**src/rtl/servo_pwm_pkg.sv**
```systemverilog
// Shared constants, slew state encoding and counter sizing for the servo PWM block.
package servo_pkg;

  localparam int POS_W_DEF        = 8;
  localparam int PERIOD_TICKS_DEF = 20000;
  localparam int MIN_PULSE_DEF    = 1000;
  localparam int SCALE_DEF        = 4;
  localparam int STEP_DEF         = 4;

  typedef enum logic {
    IDLE = 1'b0,
    SLEW = 1'b1
  } slew_state_t;

  function automatic int cnt_width(input int n);
    return (n <= 2) ? 1 : $clog2(n);
  endfunction

endpackage

```
**src/rtl/servo_pwm_if.sv**
```systemverilog
// Position request handshake: master offers a target, slave accepts when ready.
interface servo_pwm_if
  import servo_pkg::*;
#(
  parameter int POS_W = POS_W_DEF
) ();

  logic             req_valid;
  logic [POS_W-1:0] req_pos;
  logic             req_ready;

  modport master (output req_valid, output req_pos, input req_ready);
  modport slave  (input req_valid, input req_pos, output req_ready);

endinterface

```
**src/rtl/servo_pwm_frame_cnt.sv**
```systemverilog
// Tick-enabled modulo-PERIOD_TICKS frame counter; wrap flags the last tick of a frame.
module pwm_frame_cnt
  import servo_pkg::*;
#(
  parameter int  PERIOD_TICKS = PERIOD_TICKS_DEF,
  localparam int CW           = cnt_width(PERIOD_TICKS)
) (
  input  logic          clk,
  input  logic          rst,
  input  logic          tick,
  output logic [CW-1:0] cnt,
  output logic          wrap
);

  assign wrap = tick && (cnt == CW'(PERIOD_TICKS - 1));

  always_ff @(posedge clk) begin
    if (rst) begin
      cnt <= '0;
    end else if (tick) begin
      cnt <= wrap ? '0 : cnt + 1'b1;
    end
  end

endmodule

```
**src/rtl/servo_pwm.sv**
```systemverilog
// Servo PWM generator: accepts target positions, slews cur_pos at frame boundaries,
// and drives a registered pulse of MIN_PULSE + cur_pos*SCALE ticks each frame.
//
//   state | meaning
//   IDLE  | cur_pos == target, busy low
//   SLEW  | cur_pos still walking toward target, busy high
module servo_pwm
  import servo_pkg::*;
#(
  parameter int PERIOD_TICKS = PERIOD_TICKS_DEF,
  parameter int MIN_PULSE    = MIN_PULSE_DEF,
  parameter int SCALE        = SCALE_DEF,
  parameter int POS_W        = POS_W_DEF,
  parameter int STEP         = STEP_DEF
) (
  input  logic             clk,
  input  logic             rst,
  input  logic             tick,
  servo_pwm_if.slave       req,
  output logic             pwm,
  output logic [POS_W-1:0] cur_pos,
  output logic             frame_start,
  output logic             busy
);

  localparam int CW = cnt_width(PERIOD_TICKS);
  localparam logic [POS_W:0] STEP_V = (POS_W + 1)'(STEP);

  if (MIN_PULSE + (2 ** POS_W - 1) * SCALE >= PERIOD_TICKS) begin : g_bad_timing
    $error("servo_pwm: widest pulse does not fit inside one frame");
  end
  if (STEP < 1 || STEP > 2 ** POS_W - 1) begin : g_bad_step
    $error("servo_pwm: STEP out of range");
  end

  logic [CW-1:0]    cnt;
  logic             wrap;
  logic [CW-1:0]    pulse_w;
  logic             pend_vld;
  logic [POS_W-1:0] pend_pos;
  logic [POS_W-1:0] target;
  slew_state_t      state;

  logic             accept;
  logic [POS_W-1:0] target_nxt;
  logic [POS_W-1:0] cur_nxt;
  logic [POS_W:0]   diff;
  logic [POS_W:0]   sum;
  logic [CW-1:0]    pulse_nxt;

  pwm_frame_cnt #(.PERIOD_TICKS(PERIOD_TICKS)) u_frame_cnt (
    .clk  (clk),
    .rst  (rst),
    .tick (tick),
    .cnt  (cnt),
    .wrap (wrap)
  );

  assign req.req_ready = !pend_vld;
  assign accept        = req.req_valid && !pend_vld;
  assign busy          = (state == SLEW);

  // cur_pos chases the target held before this wrap; a freshly loaded target waits a frame.
  always_comb begin
    target_nxt = pend_vld ? pend_pos : target;
    diff       = '0;
    sum        = {1'b0, cur_pos};
    cur_nxt    = cur_pos;
    if (target > cur_pos) begin
      diff    = {1'b0, target} - {1'b0, cur_pos};
      sum     = {1'b0, cur_pos} + ((diff < STEP_V) ? diff : STEP_V);
      cur_nxt = sum[POS_W] ? '1 : sum[POS_W-1:0];
    end else if (target < cur_pos) begin
      diff    = {1'b0, cur_pos} - {1'b0, target};
      sum     = {1'b0, cur_pos} - ((diff < STEP_V) ? diff : STEP_V);
      cur_nxt = sum[POS_W] ? '0 : sum[POS_W-1:0];
    end
    pulse_nxt = CW'(MIN_PULSE) + CW'(cur_nxt) * CW'(SCALE);
  end

  always_ff @(posedge clk) begin
    if (rst) begin
      state       <= IDLE;
      pend_vld    <= 1'b0;
      pend_pos    <= '0;
      target      <= '0;
      cur_pos     <= '0;
      pulse_w     <= CW'(MIN_PULSE);
      pwm         <= 1'b0;
      frame_start <= 1'b0;
    end else begin
      pwm         <= (cnt < pulse_w);
      frame_start <= wrap;

      if (wrap) begin
        target   <= target_nxt;
        cur_pos  <= cur_nxt;
        pulse_w  <= pulse_nxt;
        pend_vld <= 1'b0;
      end
      // A request taken on the wrap edge must survive the pending clear above.
      if (accept) begin
        pend_vld <= 1'b1;
        pend_pos <= req.req_pos;
      end

      case (state)
        IDLE: if (wrap && cur_nxt != target_nxt) state <= SLEW;
        SLEW: if (wrap && cur_nxt == target_nxt) state <= IDLE;
        default: state <= IDLE;
      endcase
    end
  end

endmodule

```
**src/flat_wrapper.sv**
```systemverilog
// flat-port wrapper written by rule: the top's interface ports become plain ports
module servo_pwm_flat import servo_pkg::*;
#(
  parameter int PERIOD_TICKS = PERIOD_TICKS_DEF,
  parameter int MIN_PULSE    = MIN_PULSE_DEF,
  parameter int SCALE        = SCALE_DEF,
  parameter int POS_W        = POS_W_DEF,
  parameter int STEP         = STEP_DEF
)
  (clk, rst, tick, pwm, cur_pos, frame_start, busy, req_req_valid, req_req_pos, req_req_ready);
  servo_pwm_if #(.POS_W(POS_W)) req_i ();
  input  logic clk;
  input  logic rst;
  input  logic tick;
  output logic pwm;
  output logic [POS_W-1:0] cur_pos;
  output logic frame_start;
  output logic busy;
  input wire logic [$bits(req_i.req_valid)-1:0] req_req_valid;
  input wire logic [$bits(req_i.req_pos)-1:0] req_req_pos;
  output wire logic [$bits(req_i.req_ready)-1:0] req_req_ready;
  assign req_i.req_valid = req_req_valid;
  assign req_i.req_pos = req_req_pos;
  assign req_req_ready = req_i.req_ready;
  servo_pwm #(.PERIOD_TICKS(PERIOD_TICKS), .MIN_PULSE(MIN_PULSE), .SCALE(SCALE), .POS_W(POS_W), .STEP(STEP)) u_core (.clk(clk), .rst(rst), .tick(tick), .req(req_i), .pwm(pwm), .cur_pos(cur_pos), .frame_start(frame_start), .busy(busy));
endmodule
```
**config.mk**
```make
export PLATFORM = sky130hd
export DESIGN_NAME = servo_pwm_flat
export DESIGN_NICKNAME = d
export VERILOG_FILES = /design/src/rtl/servo_pwm_pkg.sv /design/src/rtl/servo_pwm_if.sv /design/src/rtl/servo_pwm_frame_cnt.sv /design/src/rtl/servo_pwm.sv /design/src/flat_wrapper.sv
export SDC_FILE = /design/constraint.sdc
export NUM_CORES = 1
export LEC_CHECK = 0
export ABC_AREA = 1
export BUFFER_PORTS_ARGS = -buffer_cell sky130_fd_sc_hd__buf_2
export CAP_MARGIN = 10
export CORE_MARGIN = 2
export CORE_UTILIZATION = 40
export CTS_CLUSTER_SIZE = 40
export DETAILED_ROUTE_END_ITERATION = 16
export PLACE_DENSITY = 0.6
export SLEW_MARGIN = 20
export SYNTH_ARGS = -nofsm -noshare
export SYNTH_HDL_FRONTEND = slang
export SYNTH_SLANG_ARGS = --single-unit
```
**constraint.sdc**
```tcl
create_clock -name clk -period 8.63 [get_ports clk]
set_input_delay 0 -clock clk [delete_from_list [all_inputs] [get_ports clk]]
set_output_delay 0 -clock clk [all_outputs]
set_load 0.005 [all_outputs]
```
==> results.txt <==
----------------------------------------------------
[Detailed routing]
  Routed length on met2 ... roughly 5.1 mm
  Via total after detailed routing ... a little over 4000
  Top layer reached by signal wires ... met4
  Wire length per cell ... 13.9 um
  Detail-routed via count per cell ... ~5.1
  Amount of wire on met3 after detailed routing ... between 400 and 500 um
  Remaining antenna violation count ... 0
  First DRT Iteration DRCs ... 249
  Total wire length ... around 11 mm
  Final routed DRC violation total ... 0
  Router iterations before antenna repair ... 5
  Sum of routed wire segments on met1 ... between 5 and 6 mm

[Synth]
  Yosys warns ... 0
  Number of cells produced by synthesis ... 630
  Fraction of synthesis flops using an asynchronous set or reset pin ... 0
  Number of distinct library cells after synthesis ... 42
  Main synth FF type ... dfxtp_1
  Seq cells post-synth ... between 50 and 60
  Syn Std Cell Area ... about 0.0043 sq mm
  Mean instance size in the synthesized netlist ... approximately 6.8 sq um
  Count of flip-flops with a built-in enable after synthesis ... 0
  Sequential cell area fraction in the yosys report ... 0.239

[Pwr]
  Power per cell area ... between 90 and 100 mW/mm^2
  Leakage Power ... approximately 2.3 nW
  Worst voltage drop across the vdd grid ... between 0.00008 and 0.00009 V

[Clock network]
  CTS sink count ... between 50 and 60
  Post CTS Setup Buffer Count ... 0
  Bufs on Longest Clock Path ... 2
  Number of H-tree levels ... 2
  Count of hold-fix buffers inserted at cts ... 8
  Total clock buffers created by CTS ... 5
  Number of gates given a new drive strength after cts ... 0
  Clock insertion delay at the later pin of the skew report ... roughly 0.31 ns
  Cell at the root of the clock tree ... clkbuf_8
  Clock slew at reported path FFs ... 0.09 ns
  TritonCTS clock tree ... yes

[Setup path]
  Arrival time at the worst endpoint ... about 4.8 ns
  WS Path Type ... flip-flop to flip-flop
  Worst setup EP type ... flip-flop
  Kind of cell adding the most delay to the critical path ... simple AND/OR/NAND/NOR gates
  Peak fanout along the critical path ... 8
  Worst path required time ... ~8.8 ns
  Top cell by count, worst path ... nand2_1
  Startpoint type of the worst setup path ... flip-flop
  Cell at the slowest stage of the critical path ... dfxtp_1
  Buf/Inv on CP ... 6
  Delay of the slowest critical-path stage ... about 0.6 ns

[Placed design]
  DPL Wire Length ... 8.96 mm
  Port Buf Inserts ... 23
  Placed cell count ... 787
  Placer congestion estimate ... ~0.87

[Timing]
  Final critical delay including setup and external delays ... approximately 4.6 ns
  Transition time at the pin with the least slew margin ... around 0.75 ns
  Final Skew ... 0.00900 ns
  Final setup violation count ... 0
  Fmax ... ~220 MHz
  Final Max Slew Viols ... 0
  Headroom to the max-slew limit ... 0.495
  Part of the cycle the worst path needs ... 0.538
  Sum of negative setup slack ... 0 ns
  Final hold vios ... 0
  Unrepaired setup endpoints after global routing ... no

[GRT]
  GR Overflow Total ... 0
  Gr usage total ... 0.200
  Vias in the first global route ... between 3000 and 4000
  Largest net degree at the start of global routing ... 27
  Global-route wire length before repair ... ~19 mm
  Antenna violations before repair ... 0

[Floorplan]
  Effective utilization at floorplan ... 0.412
  Floorplan Core Area ... about 0.010 sq mm
  Vertical extent of the die ... between 100 and 150 um
  # rows ... 37
  Top-level I/O count ... 24
  Floorplan die area ... around 0.012 sq mm
  Die span in x ... 107 um

[Finish]
  Non-filler cells in the finished layout ... approximately 800
  # diodes ... 0
  Synthesis-to-layout area growth ... 10.7%
  # nets final ... 722
  Count of fill cells added during filler insertion ... approximately 1100
  Ratio of cells with drive above 1 in the final layout ... 0.129

[Flow run]
  Max cap viols ... 0

[Outcome]
  Outcome ... finished clean

[Hold path]
  Hold WC Path Type ... primary input to flip-flop

----------------------------------------------------
## placed cells by master, fill, tap and decap left out, types with 6 or more instances in the layout
| cell | instances |
|---|---|
| nand2_2 | 15 |
| ha_1 | 40 |
| nand2_4 | 7 |
| nand3_2 | 7 |
| dfxtp_1 | 51 |
| buf_2 | 23 |
| nand3_1 | 49 |
| clkbuf_8 | 6 |
| nand2_1 | 133 |
| nor3_1 | 9 |
| nand4_1 | 7 |
| a21oi_1 | 36 |
| inv_1 | 96 |
| dlygate4sd3_1 | 8 |
| o22ai_1 | 16 |
| o21ai_0 | 34 |
| conb_1 | 10 |
| nor2_1 | 51 |
| xor2_1 | 8 |
## layout make-up
cell class / instances / area, sq um / area share
inverter: 101 / 379 / 0.0802
tap: 136 / 170 / 0.0360
timing repair buffer: 31 / 195 / 0.0413
clock buffer: 6 / 82.6 / 0.0175
sequential: 51 / 1020 / 0.216
clock inverter: 2 / 35.0 / 0.00741
multi-input combinational: 476 / 2850 / 0.602
## synth_stat cells (2+ instances only)
cell type | number | share of area
inv_2 | 2 | 0.0018
o31ai_1 | 2 | 0.0035
conb_1 | 2 | 0.0018
o21bai_1 | 4 | 0.0070
nor2_1 | 51 | 0.045
clkbuf_1 | 7 | 0.0062
o21a_1 | 2 | 0.0035
nand3_1 | 49 | 0.057
nor2_4 | 5 | 0.013
or2_2 | 4 | 0.0059
o22ai_1 | 16 | 0.023
fa_1 | 4 | 0.019
nor4_1 | 3 | 0.0044
nand2_4 | 7 | 0.018
xor2_1 | 8 | 0.016
xnor2_1 | 5 | 0.010
a21oi_2 | 5 | 0.010
nand3_2 | 7 | 0.016
nor3_1 | 9 | 0.011
nand4_1 | 7 | 0.010
nand2_1 | 133 | 0.12
clkinv_1 | 3 | 0.0026
a21oi_1 | 36 | 0.042
ha_1 | 40 | 0.12
o211ai_1 | 5 | 0.0088
nor2_2 | 4 | 0.0059
dfxtp_1 | 51 | 0.24
buf_6 | 2 | 0.0053
inv_1 | 96 | 0.084
o21ai_0 | 34 | 0.040
nand2_2 | 15 | 0.022
nand3_4 | 2 | 0.0082
## logic make-up after synthesis
kind of cell | Yosys count | share of synthesized area
compound gates | 110 | 0.152
xor+xnor | 13 | 0.0267
fa+ha+maj | 44 | 0.136
buf+inv | 111 | 0.102
flops | 51 | 0.239
other cells | 2 | 0.00176
simple gates | 299 | 0.342
## worst min-delay path: stages
cell and delay (ns):
buf_2 0.08, o21ai_0 0.08, a21oi_1 0.12
## worst paths after layout
check / startpoint / end / slack (ns) / cells past startpoint
worst min-delay path: req_req_pos[3] / u_core.pend_pos[3] / 0.02 / 3
worst max register to register: u_core.cur_pos[1] / u_core.pulse_w[7] / 3.99 / 28
worst min register to register: u_core.pend_pos[1] / u_core.pend_pos[1] / 0.47 / 2
worst max-delay path: u_core.cur_pos[1] / u_core.pulse_w[7] / 3.99 / 28
## registers in the layout, indices dropped and copies added (netlist names), named ones only
name	flops
u_core.cur_pos	8
u_core.pulse_w	8
u_core.pend_pos	8
u_core.frame_start	1
u_core.pend_vld	1
u_core.target	8
u_core.u_frame_cnt.cnt	15
u_core.pwm	1
## power breakdown
part	switching [mW]	internal (mW)
clock	0.0789	0.0939
combinational	0.0315	0.0182
sequential	0.00370	0.240
total	0.114	0.352
## per-layer routing
| layer | vias to the layer above | global-route usage |
|---|---|---|
| li1 | 2119 | - |
| met1 | 1877 | 0.269 |
| met5 | - | 0 |
| met2 | 74 | 0.326 |
| met4 | 0 | 0.0723 |
| met3 | 22 | 0.0303 |
## through the flow
stage | worst slack, ns | total power, mW | util | instance area, sq um | hold WS (ns)
5_1_grt | 3.55 | 0.486 | 0.456 | 4730 | 0.00926
6_report | 3.99 | 0.466 | 0.456 | 4730 | 0.0187
3_3_place_gp | 4.12 | 0.295 | 0.437 | 4530 | 0.259
4_1_cts | 3.96 | 0.471 | 0.456 | 4730 | 0.000653
3_5_place_dp | 3.98 | 0.296 | 0.437 | 4530 | 0.264
2_1_floorplan | 4.75 | 0.282 | - | 4300 | 0.131
Note: power is estimated with default switching activity, not from simulation.
